## config.mk

```make
export PLATFORM = sky130hd
export DESIGN_NAME = stump_cc_writeback_flat
export DESIGN_NICKNAME = d
export VERILOG_FILES = /design/src/rtl/stump_cc_writeback_if.sv /design/src/rtl/stump_cc_writeback.sv /design/src/flat_wrapper.sv
export SDC_FILE = /design/constraint.sdc
export NUM_CORES = 1
export LEC_CHECK = 0
export CORE_ASPECT_RATIO = 1.75
export CORE_MARGIN = 3
export CORE_UTILIZATION = 45
export CTS_BUF_LIST = sky130_fd_sc_hd__clkbuf_16
export CTS_CLUSTER_DIAMETER = 80
export DETAILED_ROUTE_END_ITERATION = 10
export HOLD_SLACK_MARGIN = 0.15
export PLACE_DENSITY = 0.78
export SLEW_MARGIN = 20
export SYNTH_ARGS = -nofsm -noshare
export SYNTH_HDL_FRONTEND = slang
export SYNTH_SLANG_ARGS = --single-unit
```

## constraint.sdc

```tcl
create_clock -name clk -period 4.7 [get_ports clk]
set_clock_uncertainty 0.15 [all_clocks]
set_input_delay 0.94 -clock clk [delete_from_list [all_inputs] [get_ports clk]]
set_output_delay 0.94 -clock clk [all_outputs]
set_load 0.02 [all_outputs]
```

## src/rtl/stump_cc_writeback_if.sv

```systemverilog
// Record channels around the Stump execute-to-writeback stage: the ALU record coming in,
// the registered writeback/memory/branch record going out, and the visible CC register.
interface stump_cc_writeback_if #(
  parameter int unsigned DW = 16
) ();

  // Upstream ALU record
  logic          in_valid;
  logic          in_ready;
  logic [DW-1:0] alu_result;
  logic [3:0]    alu_flags;
  logic [2:0]    alu_func;
  logic          set_cc;
  logic [2:0]    dest;
  logic [3:0]    cond;

  // Downstream registered record
  logic          out_valid;
  logic          out_ready;
  logic          wb_en;
  logic [2:0]    wb_dest;
  logic [DW-1:0] wb_data;
  logic          mem_req;
  logic [DW-1:0] mem_addr;
  logic          br_taken;
  logic [DW-1:0] br_target;
  logic [3:0]    cc;

  // The stage itself
  modport slave (
    input  in_valid, alu_result, alu_flags, alu_func, set_cc, dest, cond, out_ready,
    output in_ready, out_valid, wb_en, wb_dest, wb_data, mem_req, mem_addr, br_taken,
    output br_target, cc
  );

  // Whatever drives the ALU record and consumes the writeback record
  modport master (
    output in_valid, alu_result, alu_flags, alu_func, set_cc, dest, cond, out_ready,
    input  in_ready, out_valid, wb_en, wb_dest, wb_data, mem_req, mem_addr, br_taken,
    input  br_target, cc
  );

endinterface

```

## src/rtl/stump_cc_writeback.sv

```systemverilog
// Stump execute-to-writeback stage: registers the ALU record, owns the {N,Z,V,C} condition
// code register, resolves branch conditions and presents the result over valid/ready.
module stump_cc_writeback #(
  parameter int unsigned DW       = 16,
  parameter logic [3:0]  RESET_CC = 4'b0000
) (
  input logic                  clk,
  input logic                  rst_n,
  stump_cc_writeback_if.slave  bus
);

  localparam logic [2:0] FuncMem = 3'b110;
  localparam logic [2:0] FuncBr  = 3'b111;

  logic          out_valid_q, out_valid_d;
  logic          wb_en_q, wb_en_d;
  logic [2:0]    wb_dest_q, wb_dest_d;
  logic [DW-1:0] wb_data_q, wb_data_d;
  logic          mem_req_q, mem_req_d;
  logic [DW-1:0] mem_addr_q, mem_addr_d;
  logic          br_taken_q, br_taken_d;
  logic [DW-1:0] br_target_q, br_target_d;
  logic [3:0]    cc_q, cc_d;

  logic in_ready;
  logic accept;
  logic transfer;
  logic is_data_proc;

  // Branch condition against {N,Z,V,C}; C is borrow-style. Unknown codes fall to not-taken.
  function automatic logic cond_met(input logic [3:0] code, input logic [3:0] flags);
    logic n, z, v, c;
    {n, z, v, c} = flags;
    case (code)
      4'd0:    cond_met = 1'b1;
      4'd1:    cond_met = 1'b0;
      4'd2:    cond_met = !c && !z;
      4'd3:    cond_met = c || z;
      4'd4:    cond_met = !c;
      4'd5:    cond_met = c;
      4'd6:    cond_met = !z;
      4'd7:    cond_met = z;
      4'd8:    cond_met = !v;
      4'd9:    cond_met = v;
      4'd10:   cond_met = !n;
      4'd11:   cond_met = n;
      4'd12:   cond_met = (n == v);
      4'd13:   cond_met = (n != v);
      4'd14:   cond_met = !z && (n == v);
      4'd15:   cond_met = z || (n != v);
      default: cond_met = 1'b0;
    endcase
  endfunction

  // Handshake: a held record can be replaced in the same cycle it is consumed
  always_comb begin
    in_ready     = !out_valid_q || bus.out_ready;
    accept       = bus.in_valid && in_ready;
    transfer     = out_valid_q && bus.out_ready;
    is_data_proc = (bus.alu_func != FuncMem) && (bus.alu_func != FuncBr);
  end

  // Next-state: decode an accepted record, otherwise hold (or drop valid after transfer)
  always_comb begin
    out_valid_d = out_valid_q;
    wb_en_d     = wb_en_q;
    wb_dest_d   = wb_dest_q;
    wb_data_d   = wb_data_q;
    mem_req_d   = mem_req_q;
    mem_addr_d  = mem_addr_q;
    br_taken_d  = br_taken_q;
    br_target_d = br_target_q;
    cc_d        = cc_q;

    if (accept) begin
      out_valid_d = 1'b1;
      wb_en_d     = 1'b0;
      mem_req_d   = 1'b0;
      br_taken_d  = 1'b0;
      if (bus.alu_func == FuncMem) begin
        mem_req_d  = 1'b1;
        mem_addr_d = bus.alu_result;
      end else if (bus.alu_func == FuncBr) begin
        // cc_q is the pre-update value; branches never write CC so no hazard exists
        br_taken_d  = cond_met(bus.cond, cc_q);
        br_target_d = bus.alu_result;
      end else begin
        wb_en_d   = 1'b1;
        wb_dest_d = bus.dest;
        wb_data_d = bus.alu_result;
      end
      // Flags may be X for memory/branch records, so only data processing may load CC
      if (bus.set_cc && is_data_proc) begin
        cc_d = bus.alu_flags;
      end
    end else if (transfer) begin
      out_valid_d = 1'b0;
    end
  end

  // State registers, cleared asynchronously; a held record is discarded on reset
  always_ff @(posedge clk or negedge rst_n) begin
    if (!rst_n) begin
      out_valid_q <= 1'b0;
      wb_en_q     <= 1'b0;
      wb_dest_q   <= '0;
      wb_data_q   <= '0;
      mem_req_q   <= 1'b0;
      mem_addr_q  <= '0;
      br_taken_q  <= 1'b0;
      br_target_q <= '0;
      cc_q        <= RESET_CC;
    end else begin
      out_valid_q <= out_valid_d;
      wb_en_q     <= wb_en_d;
      wb_dest_q   <= wb_dest_d;
      wb_data_q   <= wb_data_d;
      mem_req_q   <= mem_req_d;
      mem_addr_q  <= mem_addr_d;
      br_taken_q  <= br_taken_d;
      br_target_q <= br_target_d;
      cc_q        <= cc_d;
    end
  end

  // Output drive straight from registers
  always_comb begin
    bus.in_ready  = in_ready;
    bus.out_valid = out_valid_q;
    bus.wb_en     = wb_en_q;
    bus.wb_dest   = wb_dest_q;
    bus.wb_data   = wb_data_q;
    bus.mem_req   = mem_req_q;
    bus.mem_addr  = mem_addr_q;
    bus.br_taken  = br_taken_q;
    bus.br_target = br_target_q;
    bus.cc        = cc_q;
  end

endmodule

```

## src/flat_wrapper.sv

```systemverilog
// flat-port wrapper written by rule: the top's interface ports become plain ports
module stump_cc_writeback_flat 
#(
  parameter int unsigned DW       = 16,
  parameter logic [3:0]  RESET_CC = 4'b0000
)
  (clk, rst_n, bus_in_valid, bus_alu_result, bus_alu_flags, bus_alu_func, bus_set_cc, bus_dest, bus_cond, bus_out_ready, bus_in_ready, bus_out_valid, bus_wb_en, bus_wb_dest, bus_wb_data, bus_mem_req, bus_mem_addr, bus_br_taken, bus_br_target, bus_cc);
  stump_cc_writeback_if #(.DW(DW)) bus_i ();
  input logic clk;
  input logic rst_n;
  input wire logic [$bits(bus_i.in_valid)-1:0] bus_in_valid;
  input wire logic [$bits(bus_i.alu_result)-1:0] bus_alu_result;
  input wire logic [$bits(bus_i.alu_flags)-1:0] bus_alu_flags;
  input wire logic [$bits(bus_i.alu_func)-1:0] bus_alu_func;
  input wire logic [$bits(bus_i.set_cc)-1:0] bus_set_cc;
  input wire logic [$bits(bus_i.dest)-1:0] bus_dest;
  input wire logic [$bits(bus_i.cond)-1:0] bus_cond;
  input wire logic [$bits(bus_i.out_ready)-1:0] bus_out_ready;
  output wire logic [$bits(bus_i.in_ready)-1:0] bus_in_ready;
  output wire logic [$bits(bus_i.out_valid)-1:0] bus_out_valid;
  output wire logic [$bits(bus_i.wb_en)-1:0] bus_wb_en;
  output wire logic [$bits(bus_i.wb_dest)-1:0] bus_wb_dest;
  output wire logic [$bits(bus_i.wb_data)-1:0] bus_wb_data;
  output wire logic [$bits(bus_i.mem_req)-1:0] bus_mem_req;
  output wire logic [$bits(bus_i.mem_addr)-1:0] bus_mem_addr;
  output wire logic [$bits(bus_i.br_taken)-1:0] bus_br_taken;
  output wire logic [$bits(bus_i.br_target)-1:0] bus_br_target;
  output wire logic [$bits(bus_i.cc)-1:0] bus_cc;
  assign bus_i.in_valid = bus_in_valid;
  assign bus_i.alu_result = bus_alu_result;
  assign bus_i.alu_flags = bus_alu_flags;
  assign bus_i.alu_func = bus_alu_func;
  assign bus_i.set_cc = bus_set_cc;
  assign bus_i.dest = bus_dest;
  assign bus_i.cond = bus_cond;
  assign bus_i.out_ready = bus_out_ready;
  assign bus_in_ready = bus_i.in_ready;
  assign bus_out_valid = bus_i.out_valid;
  assign bus_wb_en = bus_i.wb_en;
  assign bus_wb_dest = bus_i.wb_dest;
  assign bus_wb_data = bus_i.wb_data;
  assign bus_mem_req = bus_i.mem_req;
  assign bus_mem_addr = bus_i.mem_addr;
  assign bus_br_taken = bus_i.br_taken;
  assign bus_br_target = bus_i.br_target;
  assign bus_cc = bus_i.cc;
  stump_cc_writeback #(.DW(DW), .RESET_CC(RESET_CC)) u_core (.clk(clk), .rst_n(rst_n), .bus(bus_i));
endmodule
```

Word level (Yosys, flattened, before mapping) --
Index checks and enable logic that the tools add are counted.
Operators by class: $add $sub $neg 0, multipliers 0, div/mod/pow operators 0, magnitude comparators 0, equality and inequality tests 21, shifts and indexed selects 0, muxes and demuxes 8, bitwise gates (word level) 2, reductions and logical operators 20
Operators by type and width (number):
- equality test 4 bit, second input constant | 8
- equality test 4 x 3 -> 1 bit, second input constant | 4
- case mux 1 bit (16 select lines) | 1
- equality test 4 x 2 -> 1 bit, second input constant | 2
- two-way mux 1 bit | 7
- equality test 3 bit, second input constant | 2
- logical AND 1 bit | 6
- inequality test 3 bit, second input constant | 2
- AND reduction 3 bit | 2
- zero test 1 bit | 5
- equality test 4 x 1 -> 1 bit, second input constant | 1
- zero test 4 bit | 1
- AND reduction 2 bit | 2
- logical OR 1 bit | 3
- NOT 1 bit | 2
- nonzero test 2 bit | 1
- equality test 1 bit | 1
- inequality test 1 bit | 1
Word-level totals: register bits after elaboration 59, latch bits 0, bits in writable memories 0, ROM bits 0, input port bits 35, output and inout port bits 60, memories 0

Logic depth before layout (Yosys ltp) --
Gate-level depths: netlist of the first run.
word-level depth 5, depth in mapped cells 6

Worst setup path after synthesis of the first run --
OpenSTA, ideal clock, no wires.
path kind input port to flip-flop, start point input port bus_out_ready, end point register u_core.mem_addr_q[10], in the netlist u_core.bus.mem_addr[10], library setup time 0.125 ns, arrival 2.021 ns, setup slack 2.404 ns, stages 5, cell sequence nand2b_4 > nand2_4 > nor3_4 > buf_8 > mux2_4
On the way: word-level cells in the longest chain between the ends 3
RTL lines:
- from (decl) | line flat_wrapper.sv:18 | input wire logic [$bits(bus_i.out_ready)-1:0] bus_out_ready;
- logical OR 1 bit | line stump_cc_writeback.sv:57 | in_ready = !out_valid_q || bus.out_ready;
- logical AND 1 bit | line stump_cc_writeback.sv:58 | accept = bus.in_valid && in_ready;
- AND reduction 2 bit (no source line)
- to (signal assigned) | line stump_cc_writeback.sv:119 | mem_addr_q <= mem_addr_d;
- to (decl) | line stump_cc_writeback.sv:20 | logic [DW-1:0] mem_addr_q, mem_addr_d;
No other way between the ends. A chain may end at the register's enable or synchronous reset.

Final worst setup path of the first run --
start point input port bus_out_ready, end point output port bus_in_ready
On the way: word-level cells in the longest chain between the ends 1
RTL lines:
- logical OR 1 bit | line stump_cc_writeback.sv:57
- to (decl) | line flat_wrapper.sv:19 | output wire logic [$bits(bus_i.in_ready)-1:0] bus_in_ready;
No other way between the ends.

==> qor.yml, run 1 <==
outcome:
  status: "finished clean"
logic_synthesis:
  synth_top_family_by_area: "multiplexers"
  yosysMostFrequentCell: "dfrtp_1"
  yosys.area_share.adder: 0
  yosysTopAreaCell: "dfrtp_1"
  yosys_warnings: 0
  muxShareOfSynthArea: 0.281
  netlist.area_leader.share: 0.607
  synth_ff_type: "dfrtp_1"
  yosysUniqueCellTypes: 30
  syn-instance-count: 156
  synthTopCellsByCount: "59 x dfrtp_1, 44 x mux2_2, 9 x mux2_4, 9 x nand2_1, 3 x mux2_1"
  ys_top_cells_by_area: "dfrtp_1 61%, mux2_2 20%, mux2_4 5.6%"
  syn_area_per_cell_sq_um: 15.6
  ys_seq_elements: 59
  synthArstFlopShare: 1.00
  syn_nets: 191
  syn_area_sq_um: 2430
  synthSimpleGateAreaFrac: 0.0545
  ys_seq_area_frac: 0.607
  synth_compound_area_frac: 0.0211
  synth_xor_area_frac: 0.0144
  synth_edf_count: 0
setup_path:
  timing.rr.start: "u_core.bus.out_valid"
  r2r_end: "u_core.bus.mem_addr[1]"
  arrival_ns: 2.17
  crit_top_cell: "clkdlybuf4s50_1"
  reg2reg_depth: 4
  rrSetupSlack_ns: 2.57
  cp-endpoint: "bus_in_ready"
  cp_max_fo: 5
  critPathLaunch: "bus_out_ready"
  start_kind: "input port"
  cpPeakStageDelay_ns: 0.60
  cp-end-kind: "output pin"
  crit_chain: "clkdlybuf4s50_1, nand2b_4, clkdlybuf4s50_1"
  crit_slowest_cell: "clkdlybuf4s50_1"
  critPathKind: "input port to output pin"
  required_ns: 3.61
clock_tree:
  post_cts_resized: 0
  cts_root_buffer: "clkbuf_16"
  cts_tree: "yes"
  htreeDepth: 3
  cts_buffers: 9
  clk_pin_slew_worst_paths_ns: 0.05
  clockBufferDepth: 2
  ctsHoldBuffers: 0
  cts_num_sinks: 59
  worstSkewPairLatency_ns: 0.32
  post_cts_buffers: 0
timing:
  rsz0062_at_grt: "no"
  fin_crit_sh: 0.693
  period_minus_slack_ns: 3.26
  maxSlewViolCount: 0
  worst_pin_slew_ns: 1.03
  hold_viol: 0
  slew_headroom: 0.312
  max_freq_mhz: 307
  setup_violations: 0
  final.setup.tns_ns: 0
detailed_routing:
  drc: 0
  drtIter0Drc: 89
  ant_nets: 0
  met1Wirelength_mm: 2.11
  avgRoutedWirePerCell_um: 17.8
  vias: 1673
  drt-total-wl_mm: 5.62
  dr.max_layer_used: "met4"
  wl_met2_mm: 2.88
  wl_met3_um: 501
  viasPerCell: 5.29
  dr.pass1.iters: 5
finish:
  synthToLayoutAreaGrowth_pct: 52.8
  nets: 292
  final_cells: 316
  drive_gt1_frac: 0.290
  fill_cells: 347
  antenna_cells: 0
floorplan:
  initial_core_util: 0.476
  row_count: 34
  die_area_sq_um: 6360
  dieWidth_um: 61.6
  die_y_um: 103
  io_pins: 95
  core_region_area_sq_um: 5100
hold_path:
  hold_class: "flip-flop to flip-flop"
job:
  cap_violations: 0
global_routing:
  grt_pass1_wl_mm: 8.83
  grt-ovfl-total: 0
  grt_max_degree: 31
  grt_pass1_vias: 1824
  antenna_found_initial: 0
  gr-usage-all-layers: 0.192
power:
  powerDensity_nw_per_um2: 519
  p_leak_nw: 1.60
  peakVddDrop_uv: 301
place:
  numPortBuffers: 94
  dpl.hpwl_mm: 3.92
  finalWeightedCongestion: 0.822
  dpl.cell_count: 300
cells in the final DEF (no fill, tap or decap), drive strengths merged:
cell type / n
xnor2: 2
mux2: 56
nand2b: 2
clkbuf: 9
a21o: 1
a41oi: 1
nand4: 1
nor3: 3
o22ai: 1
a32oi: 1
nand3: 1
nor2b: 1
bufinv: 2
o21ai: 2
clkinv: 3
dfrtp: 59
xor2: 2
mux2i: 2
inv: 1
nand3b: 1
clkinvlp: 1
clkdlybuf4s50: 93
nor2: 2
buf: 3
nand2: 11
a222oi: 1
cells by family after synthesis:
kind of cell | count (synthesis)
AO/OA/AOI/OAI | 7
XOR/XNOR | 4
buffers and inverters | 6
flip-flops | 59
multiplexers | 58
AND/OR/NAND/NOR | 22
per-layer routing:
layer	track usage	vias up
met1	0.218	822
met4	0.0866	0
met3	0.0733	13
met5	0	-
li1	-	758
met2	0.313	80
report_power, final:
part | total, mW | switching (mW) | internal (mW)
clock network | 0.683 | 0.221 | 0.462
registers | 0.680 | 0.0646 | 0.616
logic | 0.567 | 0.257 | 0.310
worst min path at each step:
stage	slack (ns)	endpoint	start	cells after the start
2_1_floorplan	0.43	u_core.bus.wb_en	u_core.bus.wb_en	2
3_3_place_gp	0.31	u_core.bus.mem_req	u_core.bus.mem_req	1
3_5_place_dp	0.32	u_core.bus.mem_req	u_core.bus.mem_req	1
4_1_cts	0.34	u_core.bus.wb_en	u_core.bus.wb_en	2
5_1_grt	0.35	u_core.bus.wb_en	u_core.bus.wb_en	2
6_report	0.33	u_core.bus.wb_en	u_core.bus.wb_en	2
through the flow:
step	area (sq um)	setup WS [ns]	power (mW)	hold slack, ns	util
2_1_floorplan	2430	2.40	0.957	0.430	-
3_3_place_gp	3400	1.47	1.25	0.311	0.666
3_5_place_dp	3400	1.44	1.26	0.321	0.666
4_1_cts	3720	1.44	1.95	0.335	0.728
5_1_grt	3720	1.42	2.02	0.347	0.728
6_report	3720	1.44	1.93	0.330	0.728
area by class of cell:
cell class / count / area (sq um) / area share
multi-input cells: 91 / 903 / 0.243
flip-flops and latches: 59 / 1480 / 0.397
clock buffers: 9 / 225 / 0.0606
clock inverters: 7 / 93.8 / 0.0252
well taps: 54 / 67.6 / 0.0182
repair buffers: 96 / 951 / 0.256
worst max-delay path, delay by kind of cell:
kind                   cells  cell delay, ns
and+or+nand+nor            1            0.15
buffers and inverters      2            1.07
registers in the layout, indices dropped and copies added, names as in the netlist:
signal / count
u_core.bus.mem_addr: 16
u_core.bus.wb_en: 1
u_core.bus.br_target: 16
u_core.bus.wb_dest: 3
u_core.bus.mem_req: 1
u_core.bus.br_taken: 1
u_core.bus.cc: 4
u_core.bus.wb_data: 16
u_core.bus.out_valid: 1
No activity file was read; power rests on OpenSTA's default activity.
==> inputs of run 2 (changes only) <==
--- a/config.mk
+++ b/config.mk
@@ -7,12 +7,12 @@
 export LEC_CHECK = 0
 export CORE_ASPECT_RATIO = 1.75
 export CORE_MARGIN = 3
-export CORE_UTILIZATION = 45
+export CORE_UTILIZATION = 43
 export CTS_BUF_LIST = sky130_fd_sc_hd__clkbuf_16
 export CTS_CLUSTER_DIAMETER = 80
 export DETAILED_ROUTE_END_ITERATION = 10
 export HOLD_SLACK_MARGIN = 0.15
-export PLACE_DENSITY = 0.78
+export PLACE_DENSITY = 0.75
 export SLEW_MARGIN = 20
 export SYNTH_ARGS = -nofsm -noshare
 export SYNTH_HDL_FRONTEND = slang
==> constraint.sdc (replaced) <==
create_clock -name clk -period 3 [get_ports clk]
set_clock_uncertainty 0.15 [all_clocks]
set_input_delay 0.6 -clock clk [delete_from_list [all_inputs] [get_ports clk]]
set_output_delay 0.6 -clock clk [all_outputs]
set_load 0.02 [all_outputs]
==> run 2 against run 1 <==
  * Combinational power rose by 57%
  * Flip-flop and latch count unchanged
  * Total power rose by 50%
  * Highest routed layer unchanged
  * Critical path type unchanged
  * Largest power group is now registers
==> qor.yml, run 2 (synthesis gave the netlist of run 1 again) <==
detailed_routing:
  drtIter0Drc: 52  # -42%
  ant_nets: 0  # unchanged
  vias: 1627  # -2.7%
  avgRoutedWirePerCell_um: 16.6  # -6.5%
  viasPerCell: 4.83  # -8.8%
  dr.pass1.iters: 4  # -1
  drc: 0  # unchanged
  drt-total-wl_mm: 5.60  # -0.25%
timing:
  hold_viol: 0  # unchanged
  period_minus_slack_ns: 2.57
  final.setup.tns_ns: 0  # unchanged
  slew_headroom: 0.601  # +0.289
  max_freq_mhz: 389
  rsz0062_at_grt: "no"
  setup_violations: 0  # unchanged
  fin_crit_sh: 0.858
  fin_ws_ns: 0.427  # -1.02 ns
  maxSlewViolCount: 0  # unchanged
  worst_pin_slew_ns: 0.599  # -0.430 ns
  fin_hold_ws_ns: 0.136  # -0.194 ns
setup_path:
  crit_chain: "clkdlybuf4s50_1, nand2b_4, clkdlybuf4s50_1"
  arrival_ns: 1.82  # -0.35 ns
  crit_top_cell: "clkdlybuf4s50_1"
  required_ns: 2.25  # -1.36 ns
  critPathKind: "input port to output pin"
  rrSetupSlack_ns: 1.31  # -1.26 ns
  cpPeakStageDelay_ns: 0.61  # about the same
  cp_num_buf_inv: 2  # unchanged
  crit_slowest_cell: "clkdlybuf4s50_1"
  cp-end-kind: "output pin"
  crit_family: "buffers and inverters"
  start_kind: "input port"
  cp_max_fo: 5  # unchanged
outcome:
  status: "finished clean"
power:
  p_leak_nw: 1.60  # about the same
  powerDensity_nw_per_um2: 777  # +50%
  peakVddDrop_uv: 497  # +65%
clock_tree:
  ctsHoldBuffers: 0  # unchanged
  clockBufferDepth: 2  # unchanged
  cts_root_buffer: "clkbuf_16"
  cts_num_sinks: 59  # unchanged
  cts_tree: "yes"
  worstSkewPairLatency_ns: 0.32  # about the same
  clk_pin_slew_worst_paths_ns: 0.05  # about the same
  cts_buffers: 9  # unchanged
  post_cts_resized: 0  # unchanged
  htreeDepth: 3  # unchanged
  post_cts_buffers: 0  # unchanged
global_routing:
  grt_pass1_vias: 1767  # -3.1%
  grt-ovfl-total: 0  # unchanged
  grt_max_degree: 35  # +13%
  antenna_found_initial: 0  # unchanged
  grt_pass1_wl_mm: 9.03  # +2.2%
  gr-usage-all-layers: 0.181  # -0.0114
finish:
  antenna_cells: 0  # unchanged
  design_area_sq_um: 3730  # +0.24%
  final_cell_mix: "93 x clkdlybuf4s50_1, 59 x dfrtp_1, 44 x mux2_2"
  synthToLayoutAreaGrowth_pct: 53.2
  drive_gt1_frac: 0.281  # -0.00871
  fill_cells: 396  # +14%
  utilization: 0.692  # -0.0364
  final_common_cell: "clkdlybuf4s50_1"
  nets: 294  # +0.68%
floorplan:
  core_region_area_sq_um: 5390  # +5.5%
  io_pins: 95  # unchanged
  die_y_um: 105  # +2.2%
  die_area_sq_um: 6630  # +4.3%
  initial_core_util: 0.452  # -0.0249
  row_count: 35  # +2.9%
  dieWidth_um: 62.9  # +2.1%
hold_path:
  hold_class: "input port to asynchronous set/reset pin"
place:
  dpl_cell_area_sq_um: 3450  # +1.5%
  numPortBuffers: 94  # unchanged
  finalWeightedCongestion: 0.739  # -10%
  dpl.hpwl_mm: 4.03  # +2.8%
  place_ws_ns: 0.428  # -1.01 ns
job:
  cap_violations: 0  # unchanged
run 2: cell type report:
cell class                      instances  area [sq um]  share of cell area
Tap cell                               74          92.6              0.0248
Multi-Input combinational cell         91           903               0.242
Timing Repair Buffer                   98           978               0.263
Clock buffer                            9           225              0.0604
Sequential cell                        59          1480               0.396
Clock inverter                          6          50.0              0.0134
run 2: metal layers:
layer | wire, um | vias to the layer above | track usage | part of all wire
li1 | - | 756 | - | -
met1 | 2170 | 796 | 0.192 | 0.39
met2 | 2930 | 65 | 0.312 | 0.52
met3 | 385 | 10 | 0.0704 | 0.069
met4 | 122 | 0 | 0.0821 | 0.022
met5 | 0 | - | 0 | 0
run 2: final timing paths:
check / from / endpoint / cells past startpoint
worst min register to register: u_core.bus.mem_req / u_core.bus.mem_req / 1
worst max register to register: u_core.bus.out_valid / u_core.bus.mem_addr[1] / 5
min in group clk: u_core.bus.mem_req / u_core.bus.mem_req / 1
worst max-delay path: bus_out_ready / bus_in_ready / 3
worst min-delay path: rst_n / u_core.bus.br_target[15] / 1
max in group asynchronous: rst_n / u_core.bus.mem_addr[6] / 2
run 2: report_power, final:
| part | switching [mW] | internal, mW | total, mW |
|---|---|---|---|
| sequential | 0.0970 | 0.966 | 1.06 |
| clock | 0.319 | 0.622 | 0.941 |
| combinational | 0.403 | 0.487 | 0.891 |
run 2: metrics by stage:
| stage | cells | total power, mW |
|---|---|---|
| 2_1_floorplan | 156 | 1.50 |
| 3_5_place_dp | 322 | 1.97 |
| 6_report | 337 | 2.89 |
| 3_3_place_gp | 322 | 1.96 |
| 4_1_cts | 337 | 2.93 |
| 5_1_grt | 337 | 3.02 |
==> inputs of run 3 (changes only) <==
--- a/config.mk
+++ b/config.mk
@@ -5,14 +5,16 @@
 export SDC_FILE = /design/constraint.sdc
 export NUM_CORES = 1
 export LEC_CHECK = 0
+export CELL_PAD_IN_SITES_DETAIL_PLACEMENT = 1
+export CELL_PAD_IN_SITES_GLOBAL_PLACEMENT = 2
 export CORE_ASPECT_RATIO = 1.75
 export CORE_MARGIN = 3
-export CORE_UTILIZATION = 43
+export CORE_UTILIZATION = 28
 export CTS_BUF_LIST = sky130_fd_sc_hd__clkbuf_16
 export CTS_CLUSTER_DIAMETER = 80
 export DETAILED_ROUTE_END_ITERATION = 10
 export HOLD_SLACK_MARGIN = 0.15
-export PLACE_DENSITY = 0.75
+export PLACE_DENSITY = 0.74
 export SLEW_MARGIN = 20
 export SYNTH_ARGS = -nofsm -noshare
 export SYNTH_HDL_FRONTEND = slang
==> run 3 against run 2 <==
  * Final cell count is 12% higher
  * Critical path depth stayed put
  * Combinational power hardly changed
  * Worst setup slack lost 0.0015 ns
  * Highest routed layer unchanged
  * Utilization down 24 points
  * Critical endpoint unchanged
  * Largest cell class unchanged
  * Die area rose by 49%
==> qor.yml, run 3 (synthesis gave the netlist of run 1 again) <==
timing:
  worst_pin_slew_ns: 0.481  # -0.118 ns
  max_freq_mhz: 388  # about the same
  fin_crit_sh: 0.858  # about the same
  maxSlewViolCount: 0  # unchanged
  fin_hold_ws_ns: 0.318  # +0.182 ns
  slew_headroom: 0.678  # +0.0776
  final.setup.tns_ns: 0  # unchanged
  rsz0062_at_grt: "no"
  period_minus_slack_ns: 2.57  # +0.00148 ns
  hold_viol: 0  # unchanged
  setup_violations: 0  # unchanged
detailed_routing:
  drtIter0Drc: 50  # -3.8%
  avgRoutedWirePerCell_um: 17.4  # +4.9%
  dr.pass1.iters: 4  # unchanged
  viasPerCell: 4.44  # -8.1%
  drt-total-wl_mm: 6.61  # +18%
  ant_nets: 0  # unchanged
  vias: 1681  # +3.3%
  drc: 0  # unchanged
clock_tree:
  clockBufferDepth: 2  # unchanged
  post_cts_buffers: 0  # unchanged
  cts_num_sinks: 59  # unchanged
  clk_pin_slew_worst_paths_ns: 0.05  # about the same
  cts_tree: "yes"
  htreeDepth: 3  # unchanged
  post_cts_resized: 0  # unchanged
  worstSkewPairLatency_ns: 0.32  # about the same
  cts_root_buffer: "clkbuf_16"
  cts_buffers: 9  # unchanged
finish:
  nets: 295  # +0.34%
  synthToLayoutAreaGrowth_pct: 55.2
  final_common_cell: "clkdlybuf4s50_1"
  final_cell_mix: "93 x clkdlybuf4s50_1, 59 x dfrtp_1, 44 x mux2_2"
  antenna_cells: 0  # unchanged
  drive_gt1_frac: 0.280  # -0.00107
  fill_cells: 884  # +120%
  final_cells: 379  # +12%
global_routing:
  grt-ovfl-total: 0  # unchanged
  grt_max_degree: 30  # -14%
  grt_pass1_vias: 1839  # +4.1%
  grt_pass1_wl_mm: 10.4  # +15%
  antenna_found_initial: 0  # unchanged
  gr-usage-all-layers: 0.142  # -0.0385
floorplan:
  dieWidth_um: 76.5  # +22%
  io_pins: 95  # unchanged
  die_area_sq_um: 9890  # +49%
  initial_core_util: 0.291  # -0.161
  die_y_um: 129  # +23%
  core_region_area_sq_um: 8370  # +55%
  row_count: 44  # +26%
hold_path:
  whs_path_depth: 2
  hold_class: "flip-flop to flip-flop"
  min-delay-start: "u_core.bus.wb_en"
setup_path:
  critPathKind: "input port to output pin"
  cp-end-kind: "output pin"
  timing.rr.start: "u_core.bus.out_valid"
  cp-endpoint: "bus_in_ready"
  start_kind: "input port"
  cp_max_fo: 5  # unchanged
  reg2reg_depth: 5  # unchanged
  critPathLaunch: "bus_out_ready"
  rrSetupSlack_ns: 1.23  # -0.08 ns
  required_ns: 2.25  # about the same
  r2r_end: "u_core.bus.mem_addr[5]"
  arrival_ns: 1.82  # about the same
power:
  swShare: 0.287  # +0.00387
  p_int_mw: 2.07  # about the same
  power_frac_clock: 0.326  # about the same
  pwr-share-comb: 0.307  # about the same
  powerDensity_nw_per_um2: 771  # -0.76%
  switchingPower_mw: 0.835  # +1.9%
  power_mw: 2.91  # +0.54%
  peakVddDrop_uv: 367  # -26%
  pwr-share-seq: 0.367  # about the same
  p_leak_nw: 1.60  # about the same
place:
  dpl.hpwl_mm: 4.89  # +21%
  dpl.cell_count: 363  # +13%
  finalWeightedCongestion: 0.785  # +6.2%
  numPortBuffers: 94  # unchanged
outcome:
  status: "finished clean"
job:
  cap_violations: 0  # unchanged
run 3: worst min path at each step:
stage	slack [ns]	to
floorplan	0.15	u_core.bus.br_taken
global placement	0.31	u_core.bus.wb_data[14]
detailed placement	0.31	u_core.bus.wb_en
CTS	0.33	u_core.bus.wb_en
global route	0.36	u_core.bus.br_target[7]
finish	0.32	u_core.bus.wb_en
run 3: per-stage QoR:
| stage | cell area, sq um | setup slack, ns | utilization |
|---|---|---|---|
| finish | 3770 | 0.426 | 0.451 |
| global route | 3770 | 0.398 | 0.451 |
| CTS | 3770 | 0.414 | 0.451 |
| detailed placement | 3490 | 0.410 | 0.417 |
| global placement | 3490 | 0.433 | 0.417 |
| floorplan | 2430 | 1.04 | - |
run 3: what timing repair did:
item	in CTS	in global routing
hold endpoints to repair	7	0
endpoints found under the setup margin	0	0
hold buffers	1	0
run 3: power by group through the flow:
| stage | sequential [mW] | clock (mW) | combinational (mW) |
|---|---|---|---|
| 6_report | 1.07 | 0.948 | 0.894 |
| 4_1_cts | 1.07 | 0.984 | 0.915 |
| 3_5_place_dp | 1.08 | 0 | 0.910 |
| 3_3_place_gp | 1.07 | 0 | 0.899 |
| 5_1_grt | 1.09 | 1.02 | 0.944 |
| 2_1_floorplan | 1.28 | 0 | 0.224 |
run 3: cell type report:
class | count | area [sq um] | share of cell area
clock buffers | 9 | 225 | 0.0597
clock inverters | 6 | 50.0 | 0.0133
multi-input cells | 91 | 903 | 0.239
flip-flops and latches | 59 | 1480 | 0.391
well taps | 115 | 144 | 0.0381
repair buffers | 99 | 976 | 0.259
run 3: worst max-delay path: stages:
cell and delay (ns):
clkdlybuf4s50_1 0.46, nand2b_4 0.15, clkdlybuf4s50_1 0.61
run 3: routing by layer:
| metal | GRT usage | wire length, um |
|---|---|---|
| met1 | 0.150 | 2510 |
| met4 | 0.0832 | 149 |
| met5 | 0 | 0 |
| met2 | 0.257 | 3700 |
| met3 | 0.0341 | 244 |
==> variant (config.mk and constraints of run 3) <==
`mem_addr_q` no longer has a reset.
--- a/src/rtl/stump_cc_writeback.sv
+++ b/src/rtl/stump_cc_writeback.sv
@@ -106,7 +106,6 @@
       wb_dest_q   <= '0;
       wb_data_q   <= '0;
       mem_req_q   <= 1'b0;
-      mem_addr_q  <= '0;
       br_taken_q  <= 1'b0;
       br_target_q <= '0;
       cc_q        <= RESET_CC;
@@ -116,11 +115,14 @@
       wb_dest_q   <= wb_dest_d;
       wb_data_q   <= wb_data_d;
       mem_req_q   <= mem_req_d;
-      mem_addr_q  <= mem_addr_d;
       br_taken_q  <= br_taken_d;
       br_target_q <= br_target_d;
       cc_q        <= cc_d;
     end
+  end
+
+  always_ff @(posedge clk) begin
+    mem_addr_q <= mem_addr_d;
   end
 
   // Output drive straight from registers
Behaviour: not the same (Yosys sat finds a counterexample within 4 cycles, from zero or initial values and one cycle with rst_n low).
==> variant against run 3 <==
Area after synthesis shrank 4.6%; routed wire length shrank 10%; setup slack gained 0.015 ns; combinational power shrank 24%; via count shrank 8.6%; critical path depth is the same; final area shrank 4.0%; sequential power shrank 5%; count of clock-buffer cells in the layout is the same; sequential cell count is the same; first-iteration DRC count shrank 22%; power shrank 12%; critical endpoint unchanged; highest routed layer unchanged.
==> variant: results (changes against run 3) <==
* Status: completed
* Number of buffers on the longest clock path at 2 (unchanged)
* Residual DRC at 0 (unchanged)
* Max VDD drop at 0.352 mV (-4.1%)
* Post-synth EDFFs at 16 (+16)
* Register area share after synthesis at 67.1% (+6.4 points)
* First-pass GRT wire length at 9180 um (-12%)
* Avg Inst Size Synth at 16.6 sq um (+6.3%)
* Tot GR Track Use at 13.6% (-0.60 points)
* Syn nets at 175 (-8.4%)
* N_diodes at 0 (unchanged)
* Share of layout cells above drive strength 1 at 24.8% (-3.2 points)
* Setup Fix Bufs, Post-CTS at 0 (unchanged)
* Antenna violations before repair at 0 (unchanged)
* Clock-pin slew on the worst setup and hold paths at 0.05 ns (about the same)
* Post-synthesis async set-or-reset flop share at 72.9% (-27 points)
* WP data arrival at 1.81 ns
* CTS root buf: clkbuf_16
* Commonest cells post-synth: 43 x dfrtp_1, 31 x mux2_2, 16 x edfxtp_1, 9 x mux2_4, 9 x nand2_1
* Number of global-route vias before repair at 1706 (-7.2%)
* Largest cells by area after synthesis: dfrtp_1 46%, edfxtp_1 21%, mux2_2 15%, mux2_4 5.8%, xor2_1 1.9%
* Total CTS buffers at 9 (unchanged)
* Post-Place Cells at 324 (-11%)
* Vias post-DR at 1536 (-8.6%)
* Wirelength per Cell at 17.5 um (+0.15%)
* Number of port buffers at 94 (unchanged)
* Leakage power at 1.51 nW (-5.7%)
* NetSw at 0.707 mW (-15%)
* Final hold vios at 0 (unchanged)
* RR Startpoint: u_core.bus.out_valid
* Largest net degree at the start of global routing at 44 (+47%)
* Worst-skew pair later-pin latency at 0.32 ns (about the same)
* DPL Wire Length at 4410 um (-9.7%)
* Post_cts resized at 0 (unchanged)
* Worst min path class: input pin to asynchronous set/reset pin
* Routability cong. at 0.703 (-10%)
* Fill cells at 825 (-6.7%)
* Slew headroom at 62.0% (-5.8 points)
* H-Tree Depth at 3 (unchanged)
* CP Launch Point: bus_out_ready
* Nets at 280 (-5.1%)
* Yosys cell types at 29 (-3.3%)
* DR pass1 iterations at 4 (unchanged)
* Starting DRC count in detailed routing at 39 (-22%)
* Vias/cell at 4.52 (+1.9%)
==> variant: worst paths after layout <==
path	to	slack (ns)	cells past startpoint
max	bus_in_ready	0.44	3
max in group asynchronous	u_core.bus.wb_data[2]	2.10	2
min reg2reg	u_core.bus.wb_en	0.32	2
min	u_core.bus.cc[1]	0.20	2
max reg2reg	u_core.bus.br_taken	1.17	6
min in group clk	u_core.bus.wb_en	0.32	2
==> variant: worst max-delay path: stages <==
cell,delay [ns]
clkdlybuf4s50_1,0.45
nand2b_4,0.15
clkdlybuf4s50_1,0.60
==> variant: cells by family after synthesis <==
kind of cell | after synthesis | share of synthesized area [%]
compound gates | 8 | 2.54
xor+xnor | 7 | 2.64
buf+inv | 7 | 2.27
flops | 59 | 67.1
mux | 41 | 21.3
simple gates | 18 | 4.15
==> variant: cell type report <==
type                       count  area share [%]
tap                           90            3.11
multi-input combinational     74            19.8
sequential                    59            43.0
inverter                       1           0.104
clock buffer                   9            6.22
timing repair buffer         100            27.1
clock inverter                 7           0.794
==> variant: power groups by stage <==
stage | Combinational (mW) | Clock [mW] | Sequential (mW)
2_1_floorplan | 0.184 | 0 | 1.17
3_3_place_gp | 0.687 | 0 | 1.03
3_5_place_dp | 0.694 | 0 | 1.03
4_1_cts | 0.696 | 0.903 | 1.02
5_1_grt | 0.722 | 0.933 | 1.03
6_report | 0.679 | 0.866 | 1.02
==> variant: stage by stage <==
| step | hold WS (ns) | power (mW) | worst slack, ns | instance area (sq um) | utilization [%] |
|---|---|---|---|---|---|
| final | 0.199 | 2.56 | 0.441 | 3620 | 45.2 |
| after floorplan | 0.154 | 1.36 | 0.380 | 2320 | - |
| after global placement | 0.318 | 1.72 | 0.433 | 3370 | 42.0 |
| after CTS | 0.219 | 2.62 | 0.431 | 3620 | 45.2 |
| after detailed placement | 0.316 | 1.73 | 0.429 | 3370 | 42.0 |
| after global routing | 0.256 | 2.69 | 0.397 | 3620 | 45.2 |
==> variant: per-layer routing <==
| metal | vias up | wire length (um) | GRT usage (%) |
|---|---|---|---|
| met4 | 0 | 131 | 6.92 |
| met3 | 8 | 255 | 3.49 |
| met2 | 50 | 3560 | 25.6 |
| li1 | 710 | - | - |
| met5 | - | 0 | 0 |
| met1 | 768 | 1990 | 12.8 |
